==> src/rtl/bpu_btb.sv <==
// bpu_btb -- branch target buffer with 2-bit saturating direction counters.
//
// Looked up combinationally with the IF-stage PC. Trained by the EX stage
// when a control transfer resolves. The mispredict/recover_pc pair tells the
// pipeline interlock whether fetch must be redirected, and where to.
//
// Ports:
//   clk, rst            clock, synchronous active-high reset
//   en                  global enable; low freezes all state
//   if_pc               fetch word address (lookup)
//   pred_taken          lookup hit with counter in a taken state
//   pred_pc_new         predicted target, 0 when pred_taken is low
//   upd_*               EX-stage resolution info used for checking and training
//   flush_all           invalidate every entry
//   mispredict          redirect required for the EX-stage instruction
//   recover_pc          correct fetch address when mispredict is high
//   stat_ctl/stat_miss  saturating counts of control transfers / mispredicts
//
// Build option: define BPU_STATS_EN to implement the statistics counters;
// without it both stat outputs are tied to zero.

module bpu_btb #(
    parameter int AddrBits = 10,
    parameter int Entries  = 16
) (
    input  logic                clk,
    input  logic                rst,
    input  logic                en,
    input  logic [AddrBits-1:0] if_pc,
    output logic                pred_taken,
    output logic [AddrBits-1:0] pred_pc_new,
    input  logic                upd_valid,
    input  logic [AddrBits-1:0] upd_pc,
    input  logic [AddrBits-1:0] upd_pc_4,
    input  logic                upd_is_jump,
    input  logic                upd_is_branch,
    input  logic                upd_taken,
    input  logic [AddrBits-1:0] upd_target,
    input  logic                upd_pred_taken,
    input  logic [AddrBits-1:0] upd_pred_pc,
    input  logic                flush_all,
    output logic                mispredict,
    output logic [AddrBits-1:0] recover_pc,
    output logic [31:0]         stat_ctl,
    output logic [31:0]         stat_miss
);

    localparam int IdxBits = $clog2(Entries);
    localparam int TagBits = AddrBits - IdxBits;

    logic                valid_q  [Entries];
    logic [TagBits-1:0]  tag_q    [Entries];
    logic [AddrBits-1:0] target_q [Entries];
    logic [1:0]          ctr_q    [Entries];

    // ---------------- lookup ----------------
    logic [IdxBits-1:0] lk_idx;
    logic [TagBits-1:0] lk_tag;
    logic               lk_hit;

    assign lk_idx      = if_pc[IdxBits-1:0];
    assign lk_tag      = if_pc[AddrBits-1:IdxBits];
    assign lk_hit      = valid_q[lk_idx] && (tag_q[lk_idx] == lk_tag);
    assign pred_taken  = lk_hit && ctr_q[lk_idx][1];
    assign pred_pc_new = pred_taken ? target_q[lk_idx] : '0;

    // ---------------- resolution check ----------------
    logic ctl;
    logic act;

    assign ctl = upd_valid && (upd_is_jump || upd_is_branch);
    assign act = upd_is_jump || upd_taken;

    // A prediction on a non-control instruction (false hit) also counts,
    // because (ctl && act) is 0 there while upd_pred_taken is 1.
    assign mispredict = upd_valid &&
                        ((upd_pred_taken != (ctl && act)) ||
                         (upd_pred_taken && act && (upd_pred_pc != upd_target)));
    assign recover_pc = (ctl && act) ? upd_target : upd_pc_4;

    // ---------------- training ----------------
    logic [IdxBits-1:0]  up_idx;
    logic [TagBits-1:0]  up_tag;
    logic                up_hit;
    logic                wr_en;
    logic                wr_valid;
    logic [TagBits-1:0]  wr_tag;
    logic [AddrBits-1:0] wr_target;
    logic [1:0]          wr_ctr;

    assign up_idx = upd_pc[IdxBits-1:0];
    assign up_tag = upd_pc[AddrBits-1:IdxBits];
    assign up_hit = valid_q[up_idx] && (tag_q[up_idx] == up_tag);

    always_comb begin
        wr_en     = 1'b0;
        wr_valid  = valid_q[up_idx];
        wr_tag    = tag_q[up_idx];
        wr_target = target_q[up_idx];
        wr_ctr    = ctr_q[up_idx];
        if (upd_valid) begin
            if (ctl) begin
                if (up_hit) begin
                    wr_en = 1'b1;
                    if (upd_is_jump) begin
                        wr_ctr = 2'b11;
                    end else if (upd_taken) begin
                        wr_ctr = (ctr_q[up_idx] == 2'b11) ? 2'b11 : ctr_q[up_idx] + 2'd1;
                    end else begin
                        wr_ctr = (ctr_q[up_idx] == 2'b00) ? 2'b00 : ctr_q[up_idx] - 2'd1;
                    end
                    if (act) begin
                        wr_target = upd_target;
                    end
                end else if (act) begin
                    // Miss on a taken transfer: allocate over whatever is there.
                    wr_en     = 1'b1;
                    wr_valid  = 1'b1;
                    wr_tag    = up_tag;
                    wr_target = upd_target;
                    wr_ctr    = upd_is_jump ? 2'b11 : 2'b10;
                end
            end else if (up_hit) begin
                // Non-control instruction aliased onto an entry: drop it.
                wr_en    = 1'b1;
                wr_valid = 1'b0;
            end
        end
    end

    genvar gi;
    generate
        for (gi = 0; gi < Entries; gi++) begin : g_entry
            localparam logic [IdxBits-1:0] EntryIdx = IdxBits'(gi);
            always_ff @(posedge clk) begin
                if (rst) begin
                    valid_q[gi]  <= 1'b0;
                    tag_q[gi]    <= '0;
                    target_q[gi] <= '0;
                    ctr_q[gi]    <= 2'b00;
                end else if (en) begin
                    if (flush_all) begin
                        // Flush suppresses any same-cycle training write.
                        valid_q[gi] <= 1'b0;
                    end else if (wr_en && (up_idx == EntryIdx)) begin
                        valid_q[gi]  <= wr_valid;
                        tag_q[gi]    <= wr_tag;
                        target_q[gi] <= wr_target;
                        ctr_q[gi]    <= wr_ctr;
                    end
                end
            end
        end
    endgenerate

    // ---------------- statistics ----------------
`ifdef BPU_STATS_EN
    logic [31:0] stat_ctl_q;
    logic [31:0] stat_miss_q;

    always_ff @(posedge clk) begin
        if (rst) begin
            stat_ctl_q  <= '0;
            stat_miss_q <= '0;
        end else if (en) begin
            if (ctl && (stat_ctl_q != 32'hFFFF_FFFF)) begin
                stat_ctl_q <= stat_ctl_q + 32'd1;
            end
            if (mispredict && (stat_miss_q != 32'hFFFF_FFFF)) begin
                stat_miss_q <= stat_miss_q + 32'd1;
            end
        end
    end

    assign stat_ctl  = stat_ctl_q;
    assign stat_miss = stat_miss_q;
`else
    assign stat_ctl  = 32'd0;
    assign stat_miss = 32'd0;
`endif

endmodule
==> config.mk <==
export PLATFORM = sky130hd
export DESIGN_NAME = bpu_btb
export DESIGN_NICKNAME = d
export VERILOG_FILES = /design/src/rtl/bpu_btb.sv
export SDC_FILE = /design/constraint.sdc
export NUM_CORES = 1
export LEC_CHECK = 0
export BUFFER_PORTS_ARGS = -buffer_cell sky130_fd_sc_hd__buf_4
export CORE_UTILIZATION = 46
export CTS_CLUSTER_DIAMETER = 150
export DETAILED_ROUTE_END_ITERATION = 6
export GPL_TIMING_DRIVEN = 0
export HOLD_SLACK_MARGIN = 0.05
export PLACE_DENSITY = 0.66
export SYNTH_ARGS = -nofsm -noshare
export SYNTH_HDL_FRONTEND = slang
export SYNTH_SLANG_ARGS = --single-unit
==> constraint.sdc <==
create_clock -name clk -period 8.14 [get_ports clk]
set_clock_uncertainty 0.05 [all_clocks]
set_input_delay 0 -clock clk [delete_from_list [all_inputs] [get_ports clk]]
set_output_delay 0 -clock clk [all_outputs]
set_load 0.02 [all_outputs]
; ---- Yosys cells after proc, flatten, opt, wreduce, memory -nomap -nowiden
; Memories as Yosys holds them, arrays and structs flattened.
; Cells that the tools add are included.
; Widths: inputs -> output; s select.
[op_classes]
add_sub_neg = 2
n_eq_ne = 20
n_mux = 194
bitwise = 80
n_reduce_logical = 29
[op_table]
columns = op, n
row1 = $mux 10, 21
row2 = $mux 1, 129
row3 = $mux 6, 20
row4 = $or 1x1->1, 80
row5 = $mux 2, 24
row6 = $eq 4x4->1 const B, 8
row7 = $logic_and 1x1->1, 24
row8 = $eq 4x3->1 const B, 4
row9 = $eq 6x6->1, 2
row10 = $ne 10x10->1, 1
row11 = $eq 4x2->1 const B, 2
row12 = $eq 4x1->1 const B, 1
row13 = $logic_not 4->1, 1
row14 = $logic_or 1x1->1, 3
row15 = $add 2x1->2 const B, 1
row16 = $eq 2x2->1 const B, 1
row17 = $logic_not 2->1, 1
row18 = $sub 2x1->2 const B, 1
row19 = $ne 1x1->1, 1
[totals]
reg_bits = 0
mem_bits_rw = 304
in_bits = 59
output_inout_bits = 86
elab_cells = 329
n_memories = 4
[memory_table]
columns = name, depth, word_bits, read_ports, rd_clocked_by_memory_dff, write_ports, line_no
row1 = target_q, 16, 10, 2, 0, 16, 53  ; logic [AddrBits-1:0] target_q [Entries];
row2 = tag_q, 16, 6, 2, 0, 16, 52  ; logic [TagBits-1:0] tag_q [Entries];
row3 = ctr_q, 16, 2, 2, 0, 16, 54  ; logic [1:0] ctr_q [Entries];
row4 = valid_q, 16, 1, 2, 0, 16, 51  ; logic valid_q [Entries];

; ---- Logic depth before layout (Yosys ltp)
; An unclocked memory read counts as a cell.
[logic_depth]
ltp_word = 13
ltp_mapped = 14
depth_no_buf = 8

; ---- Least setup slack after synthesis
; Ideal clock, no wire load.
[synth_timing]
kind = register to register
startpoint = mem tag_q[14][5] (netlist name)
endpoint = mem ctr_q[1][0], enable pin
setup_time_ns = 0.421
arrival_ns = 3.539
required_time_ns = 7.669
slack_ns = 4.130
stages_incl_launch_ff = 11
n_path_buf = 2
period_less_slack_ns = 4.010
cell_sequence = edfxtp_1 > mux4_2 > mux2i_1 > mux2i_1 > xor2_1 > a211o_1 > nor4_2 > nor2_1 > buf_2 > clkbuf_1 > o31ai_1
[synth_lines]
columns = element, line_no
row1 = from (decl), 52
row2 = to (decl), 54

==> out/metrics.cfg <==
[setup_path]
worstSetupPathType = reg -> reg
required_ns = 8.40
startpoint = tag_q[14][0]
reg2reg_depth = 11
critPathArrivalTime_ns = 4.54
cp_max_fo = 12
cp-end-kind = register
r2r_start = tag_q[14][0]
critPathLaunchType = register

[clock_network]
post_cts_buffers = 0
cts_root_buf = clkbuf_16
tritoncts = yes
numClockSinks = 304
clk_pin_slew_ns = 0.07
numCtsBuffers = 31
clk_latency_ns = 0.60
h-tree-depth = 1
clk_path_buf_depth = 3

[global_routing]
grt_max_degree = 19
antenna_found_initial = 3
grt_pass1_vias = 12868
grt_overflow = 0
grt_pass1_wl_mm = 89.1
grtUsageTotal = 0.324

[final_layout]
syn_to_final_growth_pct = 16.9
design_area_um2 = 20500
nets = 1543
drive_gt1_frac = 0.297

[floorplan]
initial_core_util = 0.467
fp.dieH_um = 197
num_rows = 71
num_io_pins = 145
core_area_um2 = 37600
die_w_um = 197
fp.dieArea_um2 = 39000

[placed_design]
dp_hpwl_mm = 44.8
place_ws_ns = 3.75
gp_congestion = 1.01
numPortBuffers = 73
postPlaceCellArea_um2 = 19500

[pwr]
p_per_area_nw_per_um2 = 189
power.leakage_nw = 7.00
ir_drop_v = 0.000156

[sta]
max_freq_ghz = 0.234
setup_violations = 0
setup-tns-final_ns = 0
finalHoldViolCount = 0
timing.final.crit_share = 0.526
relSlewSlack = 0.203
period_needed_ns = 4.28
tightest_slew_ns = 1.20
rsz0062_at_grt = false
fin_ws_ns = 3.86
drv_slew = 0

[min_path]
hold_depth = 4
hold_start = rst
hp-class = in -> reg

[synthesis]
synth-seq-cells = 304
synth.distinct_cells = 45
synthArstFlopShare = 0
synthCells = 1289
synth_ff_type = edfxtp_1
seq_area_frac_synth = 0.520
synth_warnings = 0
synth_area_um2 = 17600
synth_edf_count = 304
syn_area_per_cell_um2 = 13.6

[detailed_routing]
drt_iter0_markers = 2195
wl_per_cell_um = 31.0
num_vias = 13498
firstDrtPassIters = 5
ant_nets = 0
drc_errors = 0
drt_wl_total_mm = 62.6
vias_per_cell = 6.68

[job]
maxCapViolations = 0

[outcome]
status = complete, no violations

what timing repair did:
action / 4_1_cts / 5_1_grt
setup endpoints to repair: 0 / 0
gates resized for setup: 0 / 0
hold buffers: 10 / 0
hold endpoints to repair: 22 / 0
registers in the layout, indices dropped and copies added (netlist names):
signal / flops
ctr_q: 32
valid_q: 16
target_q: 160
tag_q: 96
path summary, 6_finish.rpt:
check / end / slack, ns
min: valid_q[1] / 0.07
max: target_q[0][9] / 3.86
max reg2reg: target_q[0][9] / 3.86
min reg2reg: tag_q[8][4] / 1.34
synthesized netlist by cell type (2+ instances only):
| cell | instances | share of area |
|---|---|---|
| inv_1 | 6 | 0.0013 |
| and3_1 | 4 | 0.0014 |
| and4_1 | 3 | 0.0015 |
| or3_1 | 4 | 0.0014 |
| and4b_1 | 3 | 0.0017 |
| clkbuf_1 | 71 | 0.015 |
| nand2_1 | 65 | 0.014 |
| buf_4 | 79 | 0.034 |
| edfxtp_1 | 304 | 0.52 |
| nor3_1 | 214 | 0.061 |
| mux2i_1 | 43 | 0.025 |
| or2_2 | 2 | 0.00071 |
| mux4_2 | 157 | 0.20 |
| a21oi_1 | 7 | 0.0020 |
| nand3_1 | 21 | 0.0060 |
| and2_1 | 3 | 0.0011 |
| nor4_1 | 103 | 0.037 |
| nor2b_1 | 15 | 0.0053 |
| a22oi_1 | 13 | 0.0056 |
| a211o_1 | 5 | 0.0025 |
| nand4_1 | 9 | 0.0032 |
| buf_1 | 10 | 0.0021 |
| o21ai_0 | 28 | 0.0080 |
| xnor2_1 | 14 | 0.0070 |
| xor2_1 | 4 | 0.0020 |
| buf_2 | 38 | 0.011 |
| o31ai_1 | 17 | 0.0073 |
| nor2_1 | 9 | 0.0019 |
| o211ai_1 | 6 | 0.0026 |
| buf_6 | 17 | 0.011 |
per-layer routing:
| metal | vias to the layer above | global-route usage | part of all wire |
|---|---|---|---|
| met3 | 162 | 0.0917 | 0.16 |
| met1 | 6587 | 0.450 | 0.36 |
| li1 | 5508 | - | - |
| met2 | 1239 | 0.485 | 0.44 |
| met4 | 2 | 0.123 | 0.038 |
| met5 | - | 0 | 0.00021 |
area by class of cell:
| class | count | area [um2] |
|---|---|---|
| fill | 3141 | 17000 |
| sequential | 304 | 9130 |
| multi-input combinational | 826 | 7520 |
| buffer | 215 | 1280 |
| timing repair buffer | 99 | 976 |
| clock buffer | 36 | 795 |
| tap | 511 | 639 |
| clock inverter | 22 | 168 |
| inverter | 7 | 26.3 |
| antenna | 1 | 2.50 |
power breakdown:
group	internal (mW)	switching [mW]	leakage, nW	total [mW]
Clock	0.761	0.643	0.463	1.40
Combinational	0.253	0.424	3.40	0.676
Sequential	1.78	0.0296	3.14	1.80
cell families (layout without fill, tap and decap cells):
family,after synthesis,count (layout),share of synthesized area
other,1,65,0.000214
xor gates and xnor gates,18,18,0.00898
muxes,200,200,0.226
DFF,304,304,0.520
AOI/OAI and AO/OA,79,79,0.0298
and+or+nand+nor,464,464,0.140
adders and majority gates,1,1,0.000570
buffers and inverters,222,379,0.0743
worst max-delay path, cell delays in order (launching register included):
cell	delay (ns)
edfxtp_1	0.44
mux4_2	0.50
mux2i_1	0.15
mux2i_1	0.12
xnor2_1	0.29
nand4_2	0.33
nor4_2	0.30
nor2_1	0.14
buf_2	0.23
clkbuf_1	0.35
o31ai_4	0.83
buf_16	0.23
per-stage QoR:
| stage | hold slack (ns) | util | power, mW | instances |
|---|---|---|---|---|
| global placement | 0.247 | 0.505 | 2.46 | 1936 |
| finish | 0.0749 | 0.546 | 3.89 | 2021 |
| CTS | 0.0521 | 0.546 | 3.85 | 2020 |
| detailed placement | 0.243 | 0.518 | 2.48 | 1952 |
| floorplan | 0.111 | - | 2.24 | 1352 |
| global route | 0.104 | 0.546 | 3.95 | 2020 |
cell usage in the layout, fill, tap and decap left out, types with 7 or more instances in the layout:
cell	count
mux4_2	157
edfxtp_1	304
clkbuf_1	76
clkinv_1	10
conb_1	64
xnor2_1	14
nand2_1	65
o21ai_0	20
nor2b_1	15
o31ai_1	9
nand3_1	21
nand4_1	9
buf_16	7
nor2_1	9
buf_2	38
nor4_1	103
mux2i_1	43
buf_1	10
a22oi_1	13
clkbuf_16	31
a21oi_1	7
buf_8	9
nor3_1	214
dlygate4sd3_1	10
o31ai_4	8
buf_4	152
buf_6	17
No activity file was read; power rests on OpenSTA's default activity.
